===== src/rtl/dpram_arb_pkg.sv =====
// Shared definitions for the port-B arbiter: lock states, master ids, default lock limit.
package dpram_arb_pkg;

    typedef enum logic [1:0] {
        IDLE    = 2'd0,
        LOCKED  = 2'd1,
        RELEASE = 2'd2
    } lock_state_e;

    localparam logic MST_CPU = 1'b0;
    localparam logic MST_LDR = 1'b1;

    localparam int LOCK_MAX_DEF = 256;

endpackage


===== src/rtl/dpram_portb_arbiter_if.sv =====
// One requester's command/response bundle on the shared RAM port B.
interface dpram_portb_arbiter_if #(
    parameter int ADDR = 12,
    parameter int DATA = 32
);
    logic            req;
    logic            we;
    logic            lock;
    logic [ADDR-1:0] addr;
    logic [DATA-1:0] wdata;
    logic            ack;
    logic            rvalid;
    logic [DATA-1:0] rdata;

    modport master (output req, we, lock, addr, wdata, input ack, rvalid, rdata);
    modport slave  (input req, we, lock, addr, wdata, output ack, rvalid, rdata);
endinterface


===== src/rtl/dpram_portb_arbiter_rr_pick2.sv =====
// Two-input round-robin pick with per-input masks; last_grant starts at the loader so the CPU wins first.
module rr_pick2
    import dpram_arb_pkg::*;
(
    input  logic clk,
    input  logic reset,
    input  logic en,
    input  logic req0,
    input  logic req1,
    input  logic mask0,
    input  logic mask1,
    output logic gnt0,
    output logic gnt1
);

    logic last_grant;
    logic r0;
    logic r1;

    assign r0 = en & req0 & ~mask0;
    assign r1 = en & req1 & ~mask1;

    always_comb begin
        gnt0 = 1'b0;
        gnt1 = 1'b0;
        if (r0 && r1) begin
            // Conflict goes to whoever did not win last time.
            if (last_grant == MST_LDR) gnt0 = 1'b1;
            else                       gnt1 = 1'b1;
        end else begin
            gnt0 = r0;
            gnt1 = r1;
        end
    end

    always_ff @(posedge clk) begin
        if (reset) begin
            last_grant <= MST_LDR;
        end else if (gnt0) begin
            last_grant <= MST_CPU;
        end else if (gnt1) begin
            last_grant <= MST_LDR;
        end
    end

endmodule


===== src/rtl/dpram_portb_arbiter.sv =====
// Port-B arbiter between CPU (m0) and loader (m1) with 1-cycle read return.
// Optional loader lock FSM enabled by defining DPRAM_ARB_LOCK_EN.
module dpram_portb_arbiter
    import dpram_arb_pkg::*;
#(
    parameter int ADDR     = 12,
    parameter int DATA     = 32,
    parameter int LOCK_MAX = LOCK_MAX_DEF
) (
    input  logic                  clk,
    input  logic                  reset,
    dpram_portb_arbiter_if.slave  m0,
    dpram_portb_arbiter_if.slave  m1,
    output logic                  b_ce,
    output logic                  b_we,
    output logic [ADDR-1:0]       b_addr,
    output logic [DATA-1:0]       b_write,
    input  logic [DATA-1:0]       b_read,
    output logic                  owner,
    output logic                  locked
);

    logic            gnt0;
    logic            gnt1;
    logic            any_gnt;
    logic            mask0;
    logic            mask1;
    logic            arb_en;
    logic [ADDR-1:0] addr_sel;
    logic [ADDR-1:0] addr_hold_p0;
    logic            rd_vld_p0;
    logic            rd_owner_p0;
    logic            owner_p0;

    assign arb_en = ~reset;

    rr_pick2 u_pick (
        .clk   (clk),
        .reset (reset),
        .en    (arb_en),
        .req0  (m0.req),
        .req1  (m1.req),
        .mask0 (mask0),
        .mask1 (mask1),
        .gnt0  (gnt0),
        .gnt1  (gnt1)
    );

`ifdef DPRAM_ARB_LOCK_EN
    localparam int CW = (LOCK_MAX > 2) ? $clog2(LOCK_MAX) : 1;
    localparam logic [CW-1:0] CNT_MAX = CW'(LOCK_MAX - 1);

    lock_state_e   state;
    logic [CW-1:0] lock_cnt;
    logic          locked_p0;

    assign mask0  = (state == LOCKED);
    assign mask1  = (state == RELEASE);
    assign locked = locked_p0;

    always_ff @(posedge clk) begin
        if (reset) begin
            state     <= IDLE;
            lock_cnt  <= '0;
            locked_p0 <= 1'b0;
        end else begin
            unique case (state)
                IDLE: begin
                    if (gnt1 && m1.lock) begin
                        state     <= LOCKED;
                        lock_cnt  <= '0;
                        locked_p0 <= 1'b1;
                    end
                end
                LOCKED: begin
                    // Lock drop wins over a simultaneous expiry.
                    if (!m1.lock) begin
                        state     <= IDLE;
                        locked_p0 <= 1'b0;
                    end else if (lock_cnt == CNT_MAX && m0.req) begin
                        state     <= RELEASE;
                        locked_p0 <= 1'b0;
                    end else if (lock_cnt != CNT_MAX) begin
                        lock_cnt <= lock_cnt + CW'(1);
                    end
                end
                RELEASE: begin
                    if (gnt0) state <= IDLE;
                end
                default: begin
                    state     <= IDLE;
                    locked_p0 <= 1'b0;
                end
            endcase
        end
    end
`else
    assign mask0  = 1'b0;
    assign mask1  = 1'b0;
    assign locked = 1'b0;
`endif

    assign any_gnt = gnt0 | gnt1;
    assign addr_sel = gnt1 ? m1.addr : m0.addr;

    assign m0.ack  = gnt0;
    assign m1.ack  = gnt1;
    assign b_ce    = any_gnt;
    assign b_we    = any_gnt & (gnt1 ? m1.we : m0.we);
    assign b_addr  = any_gnt ? addr_sel : addr_hold_p0;
    assign b_write = gnt1 ? m1.wdata : m0.wdata;

    // ---- issue -> return stage boundary ----
    always_ff @(posedge clk) begin
        if (any_gnt) addr_hold_p0 <= addr_sel;
    end

    always_ff @(posedge clk) begin
        if (reset) begin
            rd_vld_p0   <= 1'b0;
            rd_owner_p0 <= MST_CPU;
            owner_p0    <= MST_CPU;
        end else begin
            rd_vld_p0 <= any_gnt & ~b_we;
            if (any_gnt) begin
                rd_owner_p0 <= gnt1;
                owner_p0    <= gnt1;
            end
        end
    end

    // Reset also kills a read return already in flight.
    assign m0.rvalid = rd_vld_p0 & (rd_owner_p0 == MST_CPU) & ~reset;
    assign m1.rvalid = rd_vld_p0 & (rd_owner_p0 == MST_LDR) & ~reset;
    assign m0.rdata  = b_read;
    assign m1.rdata  = b_read;
    assign owner     = owner_p0;

endmodule


===== src/flat_wrapper.sv =====
// flat-port wrapper written by rule: the top's interface ports become plain ports
module dpram_portb_arbiter_flat import dpram_arb_pkg::*;
#(
    parameter int ADDR     = 12,
    parameter int DATA     = 32,
    parameter int LOCK_MAX = LOCK_MAX_DEF
)
  (clk, reset, b_ce, b_we, b_addr, b_write, b_read, owner, locked, m0_req, m0_we, m0_lock, m0_addr, m0_wdata, m0_ack, m0_rvalid, m0_rdata, m1_req, m1_we, m1_lock, m1_addr, m1_wdata, m1_ack, m1_rvalid, m1_rdata);
  dpram_portb_arbiter_if #(.ADDR(ADDR), .DATA(DATA)) m0_i ();
  dpram_portb_arbiter_if #(.ADDR(ADDR), .DATA(DATA)) m1_i ();
  input  logic clk;
  input  logic reset;
  output logic b_ce;
  output logic b_we;
  output logic [ADDR-1:0] b_addr;
  output logic [DATA-1:0] b_write;
  input  logic [DATA-1:0] b_read;
  output logic owner;
  output logic locked;
  input wire logic [$bits(m0_i.req)-1:0] m0_req;
  input wire logic [$bits(m0_i.we)-1:0] m0_we;
  input wire logic [$bits(m0_i.lock)-1:0] m0_lock;
  input wire logic [$bits(m0_i.addr)-1:0] m0_addr;
  input wire logic [$bits(m0_i.wdata)-1:0] m0_wdata;
  output wire logic [$bits(m0_i.ack)-1:0] m0_ack;
  output wire logic [$bits(m0_i.rvalid)-1:0] m0_rvalid;
  output wire logic [$bits(m0_i.rdata)-1:0] m0_rdata;
  input wire logic [$bits(m1_i.req)-1:0] m1_req;
  input wire logic [$bits(m1_i.we)-1:0] m1_we;
  input wire logic [$bits(m1_i.lock)-1:0] m1_lock;
  input wire logic [$bits(m1_i.addr)-1:0] m1_addr;
  input wire logic [$bits(m1_i.wdata)-1:0] m1_wdata;
  output wire logic [$bits(m1_i.ack)-1:0] m1_ack;
  output wire logic [$bits(m1_i.rvalid)-1:0] m1_rvalid;
  output wire logic [$bits(m1_i.rdata)-1:0] m1_rdata;
  assign m0_i.req = m0_req;
  assign m0_i.we = m0_we;
  assign m0_i.lock = m0_lock;
  assign m0_i.addr = m0_addr;
  assign m0_i.wdata = m0_wdata;
  assign m0_ack = m0_i.ack;
  assign m0_rvalid = m0_i.rvalid;
  assign m0_rdata = m0_i.rdata;
  assign m1_i.req = m1_req;
  assign m1_i.we = m1_we;
  assign m1_i.lock = m1_lock;
  assign m1_i.addr = m1_addr;
  assign m1_i.wdata = m1_wdata;
  assign m1_ack = m1_i.ack;
  assign m1_rvalid = m1_i.rvalid;
  assign m1_rdata = m1_i.rdata;
  dpram_portb_arbiter #(.ADDR(ADDR), .DATA(DATA), .LOCK_MAX(LOCK_MAX)) u_core (.clk(clk), .reset(reset), .m0(m0_i), .m1(m1_i), .b_ce(b_ce), .b_we(b_we), .b_addr(b_addr), .b_write(b_write), .b_read(b_read), .owner(owner), .locked(locked));
endmodule

===== config.mk =====
export PLATFORM = sky130hd
export DESIGN_NAME = dpram_portb_arbiter_flat
export DESIGN_NICKNAME = d
export VERILOG_FILES = /design/src/rtl/dpram_arb_pkg.sv /design/src/rtl/dpram_portb_arbiter_if.sv /design/src/rtl/dpram_portb_arbiter_rr_pick2.sv /design/src/rtl/dpram_portb_arbiter.sv /design/src/flat_wrapper.sv
export SDC_FILE = /design/constraint.sdc
export NUM_CORES = 1
export LEC_CHECK = 0
export ABC_CLOCK_PERIOD_IN_PS = 1200
export BUFFER_PORTS_ARGS = -buffer_cell sky130_fd_sc_hd__buf_2
export CORE_MARGIN = 8
export CORE_UTILIZATION = 29
export DETAILED_ROUTE_END_ITERATION = 16
export GPL_TIMING_DRIVEN = 0
export PLACE_DENSITY_LB_ADDON = 0.1
export SKIP_CTS_REPAIR_TIMING = 1
export SKIP_LAST_GASP = 1
export SLEW_MARGIN = 20
export SYNTH_ARGS = -nofsm -noshare
export SYNTH_HDL_FRONTEND = slang
export SYNTH_SLANG_ARGS = --single-unit

===== constraint.sdc =====
create_clock -name clk -period 1.2 [get_ports clk]
set_input_delay 0.24 -clock clk [delete_from_list [all_inputs] [get_ports clk]]
set_output_delay 0.24 -clock clk [all_outputs]
set_load 0.01 [all_outputs]

Word-level counts from Yosys, hierarchy flattened
Index checks and enable logic that the tools add are counted.
{"block": "classes", "n_bitwise": 12, "n_mux": 10, "reduce_logical": 2}
{"operator": "two-way mux 32 bit", "n": 1}
{"operator": "two-way mux 12 bit", "n": 2}
{"operator": "bitwise AND 1 bit", "n": 8}
{"operator": "two-way mux 1 bit", "n": 7}
{"operator": "inverter 1 bit", "n": 3}
{"operator": "nonzero test 2 bit", "n": 1}
{"operator": "logical AND 1 bit", "n": 1}
{"operator": "bitwise OR 1 bit", "n": 1}
{"block": "word_totals", "wordCells": 28, "out_inout_bits": 116, "ff_bits": 15}

Logic depth before layout (Yosys ltp)
Gate-level depths: netlist of run 1.
{"block": "logic_depth", "ltp_word": 8, "ltp_mapped": 6, "depth_no_buf": 3}

Cells and area by module
Synthesis of run 1 repeated with hierarchy kept, for this count alone.
{"block": "unflattened", "cells_unflattened": 178, "area_unflattened_um2": 1574.0}
{"mod": "dpram_portb_arbiter", "cells_per_inst": 169, "instances": 1, "area_each_um2": 1496.4, "seq_area_each_um2": 280.3}
{"mod": "rr_pick2", "cells_per_inst": 9, "instances": 1, "area_each_um2": 77.6, "seq_area_each_um2": 20.0}

Worst setup path after synthesis of run 1
Ideal clock, no wire load.
{"block": "synth_path", "kind": "input -> output", "from": "input port m1_req", "to": "output port b_write[22]", "path_stages": 5, "path_buffers": 2, "required_ns": 0.960, "slack_ns": -0.128, "arrival_ns": 1.088, "cell_sequence": "buf_6 > nand2b_4 > nor2_8 > buf_12 > mux2_4"}
{"block": "synth_between", "elab_chain_len": 4}
{"item": "start: declaration", "line": "flat_wrapper.sv:28", "source": "input wire logic [$bits(m1_i.req)-1:0] m1_req;"}
{"item": "bitwise AND 1 bit (*)", "line": "dpram_portb_arbiter_rr_pick2.sv:21", "source": "assign r1 = en & req1 & ~mask1;"}
{"item": "logical AND 1 bit", "line": "dpram_portb_arbiter_rr_pick2.sv:26", "source": "if (r0 && r1) begin"}
{"item": "two-way mux 1 bit (*)", "line": "dpram_portb_arbiter_rr_pick2.sv:26"}
{"item": "via m1_ack", "line": "flat_wrapper.sv:33", "source": "output wire logic [$bits(m1_i.ack)-1:0] m1_ack;"}
{"item": "two-way mux 32 bit (*)", "line": "dpram_portb_arbiter.sv:111", "source": "assign b_write = gnt1 ? m1.wdata : m0.wdata;"}
{"item": "end: declaration", "line": "flat_wrapper.sv:16", "source": "output logic [DATA-1:0] b_write;"}
The timed path passes the listed nets; every way through them passes the cells marked *.

Final worst setup path of run 1
{"block": "layout_path", "from": "register u_core.u_pick.last_grant", "to": "output port b_write[29]"}
{"block": "layout_between", "elab_chain_len": 3}
{"item": "start: declaration", "line": "dpram_portb_arbiter_rr_pick2.sv:16", "source": "logic last_grant;"}
{"item": "start signal: assignment", "line": "dpram_portb_arbiter_rr_pick2.sv:38", "source": "last_grant <= MST_LDR;"}
{"item": "start signal: assignment", "line": "dpram_portb_arbiter_rr_pick2.sv:40", "source": "last_grant <= MST_CPU;"}
{"item": "start signal: assignment", "line": "dpram_portb_arbiter_rr_pick2.sv:42", "source": "last_grant <= MST_LDR;"}
{"item": "two-way mux 1 bit", "line": "dpram_portb_arbiter_rr_pick2.sv:28", "source": "if (last_grant == MST_LDR) gnt0 = 1'b1;"}
{"item": "two-way mux 1 bit", "line": "dpram_portb_arbiter_rr_pick2.sv:26"}
{"item": "two-way mux 32 bit", "line": "dpram_portb_arbiter.sv:111"}
Every way passes these cells.

==> metrics.cfg, run 1 <==
[finish]
fin_area_um2=3290
drive_gt1_frac=0.854
mostFrequentLayoutCells=203 x buf_2, 72 x buf_4, 29 x mux2_4
fin_util=0.550
fin_nets=540
multiInputGateArea_um2=1020
final-seq-area_um2=302
syn_to_final_growth_pct=81.9
final_common_cell=buf_2
fillCellCount=588

[routing]
drcViolationCount=0
drt_wl_total_um=8410
vias_per_cell=4.39
drtPass1Iterations=4
routedWlPerCell_um=17.3
drtIter0Drc=42
vias=2140
ant_nets=0

[placement]
placed_area_um2=3060
gp_congestion=0.801
place_hpwl_um=7470
port_buffers=207

[worst_setup_path]
critical_path.endpoint=b_write[29]
r2r_start=u_core.u_pick.last_grant
worst-setup-path-type=flop to output pin
cp_max_fo=10
start_kind=flop
timing.rr.end=u_core.addr_hold_p0[10]
rr_worst_depth=4
startpoint=u_core.u_pick.last_grant
critPathArrivalTime_ps=1530
crit_path_end_kind=output pin
crit_required_ps=960
r2r_slack_ps=80

[sta]
period_minus_slack_ps=1770
maxSlewViolCount=0
fin_worst_skew_ps=4.20
period_share=1.47
fmax_mhz=567
postLayoutSetupSlackWorst_ps=-565
hold_viol_final=0
fin_tns_setup_ps=-23880
rsz0062_at_grt=yes
finalSetupViolations=48

[status]
status=finished, violations left
violations=setup timing

[power_and_ir_drop]
p_switching_uw=762
p_comb_frac=0.567
switching_share=0.331
p_leak_uw=0.00180
pwr_density_cell_nw_per_um2=699
total_power_uw=2300
peakVddDrop_uv=483
p_int_uw=1540
power_frac_clock=0.180
p_seq_frac=0.253

[floorplanning]
die_h_um=95.0
fp.dieArea_um2=9030
coreArea_um2=5990
die_w_um=95.0
num_io_pins=244
rows=28
initial_core_util=0.302

[logic_synthesis]
ys_seq_elements=15
syn_nets=320
syn_avg_cell_area_um2=9.43
ys.warnings.count=0
syn-instance-count=192
synth_cell_type_count=25
synth_seq_area_share=0.166
netlist_area_um2=1810

[clock_tree]
cts_tree=built
clockBufferDepth=2
clk_pin_slew_ps=60
clockRootBuffer=clkbuf_8
cts_max_level=1
cts.sinks=15
cts_buffers=3
clk-insertion-delay-late_ps=250

[global_routing]
antenna_found_initial=0
grt_usage=0.160
grt_first_pass_wirelength_um=11500
grt_max_degree=11
first_global_vias=2246
grt-ovfl-total=0

[hold_path]
hp-class=primary input to flop
hold_path.startpoint=reset

[run]
cap_violations=0

## metrics by stage
stage | instances | setup WS [ps] | hold WS, ps
2_1_floorplan | 192 | -118 | 309
3_3_place_gp | 474 | -435 | 466
3_5_place_dp | 474 | -435 | 463
4_1_cts | 478 | -592 | 203
5_1_grt | 486 | -627 | 232
6_report | 487 | -565 | 229
## power by group through the flow
stage               combinational, µW  clock [µW]  sequential, µW
finish                           1310         414             582
global route                     1400         445             586
CTS                              1230         422             581
detailed placement               1230           0             592
global placement                 1220           0             591
floorplan                         744           0             590
## kinds of logic (layout without fill, tap and decap cells)
logic type / count (synthesis) / in the layout / synth area share
buffers and inverters: 81 / 300 / 0.348
AOI/OAI and AO/OA: 43 / 43 / 0.160
muxes: 32 / 32 / 0.259
and+or+nand+nor: 20 / 20 / 0.0650
DFF: 15 / 15 / 0.166
other: 1 / 2 / 0.00207
## worst min path at each step
stage	endpoint	depth (start not counted)
final	u_core.owner	2
after global routing	u_core.u_pick.last_grant	2
after CTS	u_core.owner	2
after detailed placement	u_core.owner	2
after global placement	u_core.owner	2
after floorplan	u_core.owner	1
## flip-flops by register name, indices dropped and copies added, names as in the netlist
| signal | cells |
|---|---|
| u_core.u_pick.last_grant | 1 |
| u_core.addr_hold_p0 | 12 |
| u_core.owner | 1 |
| u_core.rd_vld_p0 | 1 |
## synthesized netlist by cell type
cell / count / share of area
a31oi_1: 12 / 0.041
buf_4: 66 / 0.27
buf_12: 3 / 0.033
o21ai_1: 1 / 0.0028
o21ai_0: 13 / 0.036
nor3b_1: 1 / 0.0041
nand2_1: 1 / 0.0021
o2111ai_1: 13 / 0.063
and2_4: 1 / 0.0048
dfxtp_1: 15 / 0.17
mux2_2: 3 / 0.019
nor2_8: 1 / 0.011
mux2_4: 29 / 0.24
clkbuf_2: 1 / 0.0028
conb_1: 1 / 0.0021
nor2_1: 12 / 0.025
a21oi_1: 1 / 0.0028
o211ai_1: 1 / 0.0041
buf_6: 3 / 0.019
o21ba_2: 1 / 0.0055
inv_1: 3 / 0.0062
nand2b_4: 1 / 0.0076
and3_1: 3 / 0.010
buf_2: 5 / 0.014
a21boi_0: 1 / 0.0041
## layer usage
metal / track usage / part of all wire
met5: 0 / 0
met4: 0.0286 / 0.0086
met1: 0.153 / 0.32
met2: 0.305 / 0.53
met3: 0.0778 / 0.14
## critical path, cell delays in order (launching register included)
cell and delay, ps:
dfxtp_1 310, and2_4 160, nor2_8 190, buf_12 160, mux2_4 310, buf_2 140
## area by class of cell
| type | instances | area share |
|---|---|---|
| Timing Repair Buffer | 215 | 0.351 |
| Multi-Input combinational cell | 96 | 0.309 |
| Buffer | 78 | 0.201 |
| Sequential cell | 15 | 0.0916 |
| Tap cell | 75 | 0.0285 |
| Clock buffer | 4 | 0.0137 |
| Inverter | 3 | 0.00418 |
| Antenna cell | 1 | 0.000760 |
No activity file was read; power rests on OpenSTA's default activity.
==> run 2: changes to the inputs <==
SETUP_SLACK_MARGIN = 0.15   (was not set)
==> run 2 against run 1 <==
  * Register-to-register slack about the same
  * The run still ends with setup timing left
  * Count of clock-buffer cells in the layout down 1
  * Critical path depth unchanged
  * Sequential share of layout area down 1.0 points
==> metrics.cfg, run 2 (same netlist as run 1, synthesis figures left out) <==
[worst_setup_path]
timing.rr.end=u_core.addr_hold_p0[7]
r2r_start=u_core.u_pick.last_grant
startpoint=u_core.u_pick.last_grant
crit_path_end_kind=output pin
worst-setup-path-type=flop to output pin
rr_worst_depth=5
path_cells=and2_4 > nor2_8 > buf_12 > mux2_4 > buf_2
crit_required_ps=960
start_kind=flop
crit_slowest_cell=dfxtp_2
cpPeakStageDelay_ps=320
r2r_slack_ps=70
critPathArrivalTime_ps=1540
cp_max_fo=10
critical_path.endpoint=b_write[23]

[routing]
vias=2195
vias_per_cell=4.46
drtPass1Iterations=4
ant_nets=0
drt_wl_total_um=8670
drcViolationCount=0
drtIter0Drc=30
routedWlPerCell_um=17.6

[hold_path]
hp-class=primary input to flop

[floorplanning]
coreArea_um2=5990
num_io_pins=244
rows=28
die_h_um=95.0
fp.dieArea_um2=9030
initial_core_util=0.302
die_w_um=95.0

[global_routing]
grt_usage=0.166
first_global_vias=2335
grt_max_degree=11
grt_first_pass_wirelength_um=12300
antenna_found_initial=0
grt-ovfl-total=0

[power_and_ir_drop]
p_switching_uw=903
switching_share=0.353
p_int_uw=1650
power_frac_clock=0.166
total_power_uw=2560
p_seq_frac=0.235
pwr_density_cell_nw_per_um2=688
p_comb_frac=0.599
p_leak_uw=0.00189
peakVddDrop_uv=485

[clock_tree]
clockRootBuffer=clkbuf_8
clk_pin_slew_ps=60
cts_buffers=3
cts_tree=built
clk-insertion-delay-late_ps=250
clockBufferDepth=2
cts_max_level=1
cts.sinks=15

[sta]
hold_viol_final=0
postLayoutSetupSlackWorst_ps=-583
period_share=1.49
finalSetupViolations=50
maxSlewViolCount=0
fmax_mhz=561
period_minus_slack_ps=1780
rsz0062_at_grt=yes
fin_worst_skew_ps=3.79

[run]
cap_violations=0

[finish]
antenna_cells=0
final_common_cell=buf_2
mostFrequentLayoutCells=199 x buf_2, 76 x buf_4, 29 x mux2_4
fin_util=0.621
largest_reg_flops=12
fin_nets=546
top_register=u_core.addr_hold_p0
syn_to_final_growth_pct=105
fillCellCount=520
drive_gt1_frac=0.916

[status]
violations=setup timing
status=finished, violations left

[placement]
gp_congestion=0.810
place_hpwl_um=7290
port_buffers=207

[run 2: cell count changes in the layout (fill, tap and decap cells not counted), moves of 3 or more]
cell       before  now
buf_4          72   76
o21ai_1         2    7
buf_8           1    4
buf_2         203  199
o21ai_2         2    6
nor2_4          0    7
clkbuf_16       1    4
o2111ai_4       0    8
a31oi_4         4   12
nor2_1         11    4
o21ai_0        10    1
a31oi_2         8    0
o2111ai_1      12    1
o2111ai_2       1    4
[run 2: how the worst min path moves through the flow]
stage	from	to	slack, ps	cells after the start
after floorplan	reset	u_core.owner	310	1
after global placement	reset	u_core.owner	460	2
after detailed placement	reset	u_core.owner	460	2
after CTS	reset	u_core.owner	200	2
after global routing	reset	u_core.owner	230	2
final	reset	u_core.owner	230	2
[run 2: power by group through the flow]
stage / clock network [µW] / registers [µW] / logic, µW
after global routing: 456 / 609 / 1630
after CTS: 437 / 598 / 1340
after floorplan: 0 / 607 / 848
final: 425 / 601 / 1530
after detailed placement: 0 / 609 / 1330
after global placement: 0 / 609 / 1330
[run 2: layer usage]
layer | GRT usage | vias up | wire [µm] | part of all wire
met5 | 0 | - | 0 | 0
met4 | 0.0182 | 0 | 62 | 0.0071
met3 | 0.0715 | 6 | 1160 | 0.13
met2 | 0.306 | 145 | 4360 | 0.50
met1 | 0.177 | 975 | 3090 | 0.36
li1 | - | 1069 | - | -
[run 2: stage by stage]
| stage | setup WS, ps | hold slack [ps] | TNS (ps) | cell area [µm²] | instances |
|---|---|---|---|---|---|
| after CTS | -568 | 199 | -23970 | 3300 | 478 |
| after detailed placement | -453 | 462 | -19120 | 3260 | 474 |
| final | -583 | 233 | -25000 | 3720 | 492 |
| after floorplan | -118 | 309 | -3810 | 2130 | 192 |
| after global routing | -632 | 230 | -27540 | 3720 | 492 |
| after global placement | -454 | 458 | -19080 | 3260 | 474 |
[run 2: layout make-up]
type,count,area (µm²),area share
well taps,75,93.8,0.0252
clock inverters,1,5.00,0.00135
repair buffers,221,1260,0.340
plain buffers,78,677,0.182
multi-input cells,96,1310,0.353
flip-flops and latches,15,303,0.0814
inverters,3,22.5,0.00605
clock buffers,3,41.3,0.0111
[run 2: critical path: cells and delay by family (launching register included)]
family                 cells  cell delay [ps]
muxes                      1              310
buffers and inverters      2              300
and+or+nand+nor            2              350
DFF                        1              320
